**config.mk**
```make
export PLATFORM = sky130hd
export DESIGN_NAME = tile_axi_single_initiator
export DESIGN_NICKNAME = d
export VERILOG_FILES = /design/src/rtl/tile_axi_single_initiator.sv
export SDC_FILE = /design/constraint.sdc
export NUM_CORES = 1
export LEC_CHECK = 0
export ABC_AREA = 1
export CORE_UTILIZATION = 40
export DETAILED_ROUTE_END_ITERATION = 10
export GPL_ROUTABILITY_DRIVEN = 0
export GPL_TIMING_DRIVEN = 0
export PLACE_DENSITY = 0.81
export SETUP_SLACK_MARGIN = 0.2
export SLEW_MARGIN = 0
export SYNTH_ARGS = -nofsm -noshare
export SYNTH_HDL_FRONTEND = slang
export SYNTH_SLANG_ARGS = --single-unit
```
**constraint.sdc**
```tcl
create_clock -name clk_i -period 5.4 [get_ports clk_i]
set_input_delay 1.08 -clock clk_i [delete_from_list [all_inputs] [get_ports clk_i]]
set_output_delay 1.08 -clock clk_i [all_outputs]
set_load 0.1 [all_outputs]
```
**src/rtl/tile_axi_single_initiator.sv**
```systemverilog
// Single-outstanding AXI4 initiator: turns a valid/ready memory request into one
// single-beat AXI read or write and returns the data and error status.
`timescale 1ns/1ps
module tile_axi_single_initiator #(
    parameter int ADDR_W = 32,
    parameter int DATA_W = 32,
    parameter int ID_W   = 1
) (
    input  logic                clk_i,
    input  logic                rst_i,
    input  logic                req_valid_i,
    output logic                req_ready_o,
    input  logic                req_we_i,
    input  logic [ADDR_W-1:0]   req_addr_i,
    input  logic [DATA_W-1:0]   req_wdata_i,
    input  logic [DATA_W/8-1:0] req_be_i,
    output logic                rsp_valid_o,
    input  logic                rsp_ready_i,
    output logic [DATA_W-1:0]   rsp_rdata_o,
    output logic                rsp_err_o,
    output logic                aw_valid_o,
    input  logic                aw_ready_i,
    output logic [ADDR_W-1:0]   aw_addr_o,
    output logic [ID_W-1:0]     aw_id_o,
    output logic [7:0]          aw_len_o,
    output logic [2:0]          aw_size_o,
    output logic [1:0]          aw_burst_o,
    output logic                w_valid_o,
    input  logic                w_ready_i,
    output logic [DATA_W-1:0]   w_data_o,
    output logic [DATA_W/8-1:0] w_strb_o,
    output logic                w_last_o,
    input  logic                b_valid_i,
    output logic                b_ready_o,
    input  logic [1:0]          b_resp_i,
    output logic                ar_valid_o,
    input  logic                ar_ready_i,
    output logic [ADDR_W-1:0]   ar_addr_o,
    output logic [ID_W-1:0]     ar_id_o,
    output logic [7:0]          ar_len_o,
    output logic [2:0]          ar_size_o,
    output logic [1:0]          ar_burst_o,
    input  logic                r_valid_i,
    output logic                r_ready_o,
    input  logic [DATA_W-1:0]   r_data_i,
    input  logic [1:0]          r_resp_i,
    input  logic                r_last_i,
    output logic [15:0]         err_count_o
);

    localparam logic [2:0] S_IDLE  = 3'd0;
    localparam logic [2:0] S_WR    = 3'd1;
    localparam logic [2:0] S_WR_B  = 3'd2;
    localparam logic [2:0] S_RD_AR = 3'd3;
    localparam logic [2:0] S_RD_R  = 3'd4;
    localparam logic [2:0] S_RSP   = 3'd5;

    localparam logic [2:0] AXI_SIZE = (DATA_W == 64) ? 3'd3 : 3'd2;

    logic [2:0]          state_q, state_d;
    logic [ADDR_W-1:0]   addr_q, addr_d;
    logic [DATA_W-1:0]   wdata_q, wdata_d;
    logic [DATA_W/8-1:0] be_q, be_d;
    logic                we_q, we_d;
    logic                aw_done_q, aw_done_d;
    logic                w_done_q, w_done_d;
    logic [DATA_W-1:0]   rdata_q, rdata_d;
    logic                err_q, err_d;
    logic [15:0]         err_cnt_q, err_cnt_d;
    logic                rsp_cap;

    // Every handshake-facing output is a pure decode of registered state.
    assign req_ready_o = (state_q == S_IDLE);
    assign aw_valid_o  = (state_q == S_WR) && !aw_done_q;
    assign w_valid_o   = (state_q == S_WR) && !w_done_q;
    assign b_ready_o   = (state_q == S_WR_B);
    assign ar_valid_o  = (state_q == S_RD_AR);
    assign r_ready_o   = (state_q == S_RD_R);
    assign rsp_valid_o = (state_q == S_RSP);
    assign rsp_rdata_o = rdata_q;
    assign rsp_err_o   = err_q;
    assign err_count_o = err_cnt_q;

    assign aw_addr_o  = addr_q;
    assign aw_id_o    = '0;
    assign aw_len_o   = 8'd0;
    assign aw_size_o  = AXI_SIZE;
    assign aw_burst_o = 2'b01;
    assign w_data_o   = wdata_q;
    assign w_strb_o   = be_q;
    assign w_last_o   = 1'b1;
    assign ar_addr_o  = addr_q;
    assign ar_id_o    = '0;
    assign ar_len_o   = 8'd0;
    assign ar_size_o  = AXI_SIZE;
    assign ar_burst_o = 2'b01;

    always_comb begin
        state_d   = state_q;
        addr_d    = addr_q;
        wdata_d   = wdata_q;
        be_d      = be_q;
        we_d      = we_q;
        aw_done_d = aw_done_q;
        w_done_d  = w_done_q;
        rdata_d   = rdata_q;
        err_d     = err_q;
        err_cnt_d = err_cnt_q;
        rsp_cap   = 1'b0;
        case (state_q)
            S_IDLE: begin
                if (req_valid_i) begin
                    addr_d    = req_addr_i;
                    wdata_d   = req_wdata_i;
                    be_d      = req_be_i;
                    we_d      = req_we_i;
                    aw_done_d = 1'b0;
                    w_done_d  = 1'b0;
                    rdata_d   = '0;
                    err_d     = 1'b0;
                    state_d   = req_we_i ? S_WR : S_RD_AR;
                end
            end
            S_WR: begin
                aw_done_d = aw_done_q | (aw_valid_o & aw_ready_i);
                w_done_d  = w_done_q | (w_valid_o & w_ready_i);
                if (aw_done_d && w_done_d) state_d = S_WR_B;
            end
            S_WR_B: begin
                if (b_valid_i) begin
                    err_d   = (b_resp_i != 2'b00);
                    rsp_cap = 1'b1;
                    state_d = S_RSP;
                end
            end
            S_RD_AR: begin
                if (ar_ready_i) state_d = S_RD_R;
            end
            S_RD_R: begin
                if (r_valid_i) begin
                    rdata_d = r_data_i;
                    // A single-beat read that is not marked last is malformed.
                    err_d   = (r_resp_i != 2'b00) || !r_last_i;
                    rsp_cap = 1'b1;
                    state_d = S_RSP;
                end
            end
            S_RSP: begin
                if (rsp_ready_i) state_d = S_IDLE;
            end
            default: state_d = S_IDLE;
        endcase
        if (rsp_cap && err_d && (err_cnt_q != 16'hFFFF)) err_cnt_d = err_cnt_q + 16'd1;
    end

    always_ff @(posedge clk_i or posedge rst_i) begin
        if (rst_i) begin
            state_q   <= S_IDLE;
            addr_q    <= '0;
            wdata_q   <= '0;
            be_q      <= '0;
            we_q      <= 1'b0;
            aw_done_q <= 1'b0;
            w_done_q  <= 1'b0;
            rdata_q   <= '0;
            err_q     <= 1'b0;
            err_cnt_q <= '0;
        end else begin
            state_q   <= state_d;
            addr_q    <= addr_d;
            wdata_q   <= wdata_d;
            be_q      <= be_d;
            we_q      <= we_d;
            aw_done_q <= aw_done_d;
            w_done_q  <= w_done_d;
            rdata_q   <= rdata_d;
            err_q     <= err_d;
            err_cnt_q <= err_cnt_d;
        end
    end

endmodule

```
; ---- After elaboration in Yosys (flattened, before gate mapping)
; Index checks and enable logic that the tools add are counted.
[totals]
reg_bits = 122
input_bits = 115
output_inout_bits = 185
wordCells = 65
[classes]
add_sub_neg = 1
n_eq_ne = 12
muxes = 21
bitwise = 4
n_reduce_logical = 18
[op_table]
columns = operator, count
row1 = 2-to-1 mux 32 bit, 2
row2 = one-hot mux 32 bit (2 select lines), 1
row3 = 2-to-1 mux 3 bit, 6
row4 = one-hot mux 3 bit (6 select lines), 1
row5 = adder 16 x 1 -> 16 bit (second input constant), 1
row6 = inequality test 16 bit (second input constant), 1
row7 = nonzero test 2 bit, 4
row8 = equality test 3 x 2 -> 1 bit (second input constant), 2
row9 = equality test 3 bit (second input constant), 2
row10 = 2-to-1 mux 1 bit, 6
row11 = inequality test 2 x 1 -> 1 bit (second input constant), 3
row12 = inequality test 2 bit (second input constant), 3
row13 = one-hot mux 1 bit (2 select lines), 3
row14 = AND reduction 6 bit, 1
row15 = logical AND 1 bit, 5
row16 = AND reduction 2 bit, 2
row17 = equality test 3 x 1 -> 1 bit (second input constant), 1
row18 = zero test 1 bit, 3
row19 = zero test 3 bit, 1
row20 = one-hot mux 1 bit (3 select lines), 1
row21 = AND reduction 3 bit, 1
row22 = AND 1 bit, 2
row23 = 2-to-1 mux 2 bit, 1
row24 = bitwise OR 1 bit, 2
row25 = logical OR 1 bit, 1

; ---- Longest topological paths before layout
; Gate-level depths: netlist of the first run.
[depth]
word_depth = 7
ltp_mapped = 10
depth_no_buf = 9

; ---- Least setup slack after synthesis of the first run
; No wires, ideal clock.
[synth_path]
kind = register -> output
startpoint = reg state_q[2]
endpoint = out rsp_valid_o
t_arrival_ns = 2.579
required_time_ns = 4.320
setup_slack_ns = 1.741
stages_incl_launch_ff = 3
cell_sequence = dfrtp_1 > inv_2 > nor3_1
[synth_between]
elab_chain_cells = 1
[synth_rtl]
columns = item, line
row1 = from (decl), 60  ; logic [2:0] state_q, state_d;
row2 = from (signal assigned), 169  ; state_q <= state_d;
row3 = equality test 3 bit, 79  ; assign rsp_valid_o = (state_q == S_RSP);
row4 = to (decl), 17  ; output logic rsp_valid_o,
; Every way passes these cells.

; ---- Final worst setup path of the first run
[layout_path]
startpoint = reg state_q[2]
endpoint = out w_valid_o
[layout_between]
elab_chain_cells = 2
[layout_rtl]
columns = item, line
row1 = equality test 3 x 1 -> 1 bit, 75  ; assign w_valid_o = (state_q == S_WR) && !w_done_q;
row2 = logical AND 1 bit, 75
row3 = to (decl), 28  ; output logic w_valid_o,
; Every way passes these cells.

==> out/qor.yml, run 1 <==
status: "completed"
cts_resized: 0
drv_cap: 0
vias_per_cell: 4.58
post_cts_buffers: 0
final-hold-violation-count: 0
worst_pin_slew_ns: 1.06
hold_path_class: "reg -> reg"
postRouteAntennaNets: 0
die_area_mm2: 0.0149
antenna_found_initial: 0
path_max_fanout: 7
dp_slack_ns: 2.17
clock_latency_ns: 0.40
io_buffers: 270
fp.dieW_um: 122
syn_inst: 709
rows: 43
drive_above_1_share: 0.129
whs_ns: 0.478
layout_common_cells: "366 x nand2_1, 270 x clkdlybuf4s50_1, 122 x dfrtp_1"
htree_num_levels: 4
numCtsBuffers: 17
place_hpwl_mm: 13.2
grt_usage: 0.237
core-area_mm2: 0.0140
period_share: 0.676
period_minus_slack_ns: 3.65
finalWorstSetupSlack_ns: 1.75
grt_overflow_total: 0
ys_seq_area_frac: 0.530
initial_utilization: 0.412
drc_errors: 0
routed_wl_mm: 17.4
boundaryPins: 300
num_vias: 5577
final_common_cell: "nand2_1"
start_kind: "flop"
setup.worst_path.class: "reg -> out"
yosysUniqueCellTypes: 30
drtIter0Drc: 269
rsz0062_at_grt: "no"
die_y_um: 122
cts_tree: "built"
syn_area_per_cell_um2: 8.12
clk_pin_slew_ns: 0.05
grt_pass1_vias: 5198
cp.required_ns: 4.32
routedWlPerCell_um: 14.3
synth_seq_cells: 122
grt_start_max_net_pins: 66
syn-cell-area_mm2: 0.00576
num_antenna_cells: 0
area_growth_pct: 63.1
finalMaxSlewViolations: 0
arrival_ns: 2.57
root_buffer: "clkbuf_16"
finClkSkew_ns: 0.00928
max_slew_margin: 0.289
hold_buffers: 0
final_nets: 1142
clock_sinks: 122
yosysWarnings: 0
drt_first_pass_iters: 4
setup-violations-final: 0
max_freq_mhz: 274
cp-end-kind: "output pin"
cts_max_path_buffers: 2
grt_pass1_wl_mm: 26.8
per-layer routing:
metal	wire length, µm	up-vias	track usage
li1	-	2720	-
met1	6810	2588	0.279
met2	8670	231	0.396
met3	1340	38	0.0674
met4	617	0	0.117
met5	0	-	0
state kept, by name, summed over array words and instances (netlist names):
register     cells
aw_done_q        1
w_data_o        32
rsp_rdata_o     32
w_strb_o         4
ar_addr_o       32
state_q          3
w_done_q         1
err_count_o     16
rsp_err_o        1
cell usage after synthesis:
master    count  share of area
buf_6         3         0.0059
a21oi_4       1         0.0028
nand4_1       4         0.0043
conb_1        2         0.0013
xor2_1        3         0.0046
nor2_4        3         0.0059
clkbuf_1      4         0.0026
xnor2_1       4         0.0061
a21oi_1       3         0.0026
buf_2        13          0.011
o21ai_0       2         0.0017
ha_1          1         0.0022
nand3_1      46          0.040
buf_4        66          0.086
nand2_4       2         0.0039
nor2_8        1         0.0035
nand3_2       1         0.0017
buf_1         2         0.0013
o21ai_1       1        0.00087
nor2_1       23          0.015
inv_1        18          0.012
nand3b_1      1         0.0013
or2_1         1         0.0011
or2_2         1         0.0011
nand2_2       3         0.0033
dfrtp_1     122           0.53
nor3_1        1        0.00087
nor2_2        3         0.0033
nand2_1     366           0.24
inv_2         8         0.0052
worst max-delay path, cell delays in order, from the launching register on:
cell and delay, ns:
dfrtp_1 0.49, nor2_2 0.19, inv_2 0.06, nor2_1 0.12
inv_1 0.07, nor2_1 0.08, clkdlybuf4s50_1 1.16
worst paths after layout:
check                          startpoint        endpoint  slack (ns)  cells past startpoint
min in group asynchronous           rst_i  rsp_rdata_o[5]        1.12                      2
hold / removal                w_data_o[1]     w_data_o[1]        0.48                      2
setup / recovery               state_q[2]       w_valid_o        1.75                      6
hold reg to reg               w_data_o[1]     w_data_o[1]        0.48                      2
setup reg to reg           err_count_o[0]  err_count_o[6]        3.60                     10
max in group asynchronous           rst_i    w_data_o[13]        3.56                      3
layout make-up:
type | count | area (µm²)
clock inverters | 7 | 91.3
flip-flops and latches | 122 | 3050
inverters | 26 | 103
plain buffers | 88 | 617
clock buffers | 24 | 482
well taps | 180 | 225
repair buffers | 271 | 2730
multi-input cells | 500 | 2090
fillers | 1159 | 4590
stage by stage:
step / std cells / utilization / area (µm²) / setup TNS [ns]
after floorplan: 736 / - / 5860 / 0
after global placement: 1186 / 0.628 / 8790 / -107.44
after detailed placement: 1187 / 0.631 / 8820 / 0
after CTS: 1218 / 0.672 / 9390 / 0
after global routing: 1218 / 0.672 / 9390 / 0
final: 1218 / 0.672 / 9390 / 0
kinds of logic after synthesis:
group | synth area share
buf+inv | 0.124
other cells | 0.00130
fa+ha+maj | 0.00217
flops | 0.530
xor+xnor | 0.0106
simple gates | 0.324
compound gates | 0.00804
Power of run 1 is left out: the tool's default activity adds up to more than one toggle a clock period on the data nets, which glitch-free logic cannot reach.
==> run 2, diff against run 1 <==
Settings changed: CORE_UTILIZATION 40 to 36, PLACE_DENSITY 0.81 to 0.77.
Clock period 5.4 ns to 3.3 ns, I/O delays scaled along.
==> run 2 against run 1 <==
Hold slack got worse by 0.00086 ns. First-iteration DRC count fell by 14%. Highest routed layer unchanged. Critical endpoint is now rsp_valid_o. Clock-buffer cell count is 4 lower. Sequential cell count unchanged. Non-clock buffer count is 2 higher. Critical path type unchanged. Critical path depth is 3 lower. Largest cell class unchanged. Die area is 11% higher.
==> out/qor.yml, run 2 (synthesized netlist as in run 1, its figures left out) <==
status: "completed"
r2r_start: "err_count_o[0]"
rows: 45
htree_num_levels: 4
finClkSkew_ns: 0.00936
cp_num_buf_inv: 2
period_share: 0.902
grt_pass1_vias: 5164
num_antenna_cells: 0
root_buffer: "clkbuf_16"
clock_sinks: 122
initial_utilization: 0.373
setup-violations-final: 0
worst_pin_slew_ns: 1.06
ff2ff_setup_slack_ns: 1.52
num-fill-cells: 1321
setup.worst_path.class: "reg -> out"
drive_above_1_share: 0.137
grt_start_max_net_pins: 40
grt_use_met3: 0.0561
crit_family: "buffers and inverters"
whs_path_depth: 2
place_hpwl_mm: 13.3
hold_end: "w_data_o[6]"
post_cts_buffers: 0
core-area_mm2: 0.0154
worstSetupStartpoint: "state_q[2]"
cpMaxStageDelayCell: "clkdlybuf4s50_1"
drv_cap: 0
multi_input_area_mm2: 0.00210
setup_tns_ns: 0
clk_pin_slew_ns: 0.05
start_kind: "flop"
max_freq_mhz: 336
whs_ns: 0.477
vias_per_cell: 4.36
grt_overflow_total: 0
postRouteAntennaNets: 0
io_buffers: 270
cts_max_path_buffers: 2
path_max_fanout: 7
routedWlPerCell_um: 13.8
drtIter0Drc: 231
cts_tree: "built"
rsz0062_at_grt: "yes"
regArea_mm2: 0.00305
boundaryPins: 300
die_y_um: 128
grt_busiest_layer: "met2"
numCtsBuffers: 17
routed_wl_mm: 17.2
grt_pass1_wl_mm: 27.1
finalMaxSlewViolations: 0
r2r_cells: 10
cp_cell_sequence: "inv_2, nor3_2, clkdlybuf4s50_1"
die_area_mm2: 0.0165
drc_errors: 0
layout_common_cells: "366 x nand2_1, 264 x clkdlybuf4s50_1, 122 x dfrtp_1"
clock_latency_ns: 0.41
cp-end-kind: "output pin"
cp_slowest_stage_delay_ns: 1.19
final_common_cell: "nand2_1"
hold_buffers: 0
num_vias: 5450
hold_path_class: "reg -> reg"
final-hold-violation-count: 0
gr-usage-met1: 0.257
grt_use_met2: 0.374
cp.required_ns: 2.64
hold_start: "w_data_o[6]"
final_util: 0.618
fp.dieW_um: 128
r2r_end: "err_count_o[8]"
final_nets: 1144
arrival_ns: 2.32
area_growth_pct: 65.4
antenna_found_initial: 0
max_slew_margin: 0.292
period_minus_slack_ns: 2.98
grt_usage: 0.214
drt_first_pass_iters: 6
-- run 2: layout make-up --
type                            instances  share of cell area
Inverter                               26              0.0106
Timing Repair Buffer                  273               0.290
Buffer                                 88              0.0647
Multi-Input combinational cell        500               0.220
Clock inverter                         11              0.0176
Tap cell                              211              0.0277
Clock buffer                           20              0.0490
Sequential cell                       122               0.320
-- run 2: worst max path at each step --
stage | end | slack (ns) | depth (start not counted)
global placement | w_data_o[3] | -0.13 | 2
CTS | r_ready_o | 0.25 | 5
global route | w_valid_o | 0.19 | 6
detailed placement | aw_valid_o | 0.47 | 6
finish | rsp_valid_o | 0.32 | 3
floorplan | aw_valid_o | 0.54 | 5
-- run 2: metal layers --
layer  share of wire  vias up
met5               0        -
met4           0.018        0
met3           0.069       23
met2            0.50      190
met1            0.41     2512
li1                -     2725
-- run 2: through the flow --
stage / setup WS, ns / instance area [µm²] / instances
floorplan: 0.538 / 5870 / 736
global placement: -0.129 / 8840 / 1217
detailed placement: 0.471 / 8900 / 1220
CTS: 0.247 / 9530 / 1251
global route: 0.188 / 9530 / 1251
finish: 0.323 / 9530 / 1251
-- run 2: repair_timing --
| action | CTS | global route |
|---|---|---|
| endpoints found under the setup margin | 4 | 4 |
| cloned | 0 | 0 |
| gates resized for setup | 4 | 5 |
-- run 2: worst min-delay path: cells and delay by family (launching register included) --
family | cells | cell delay, ns
simple gates | 2 | 0.11
flops | 1 | 0.33
Power of run 2 is left out for the same reason.
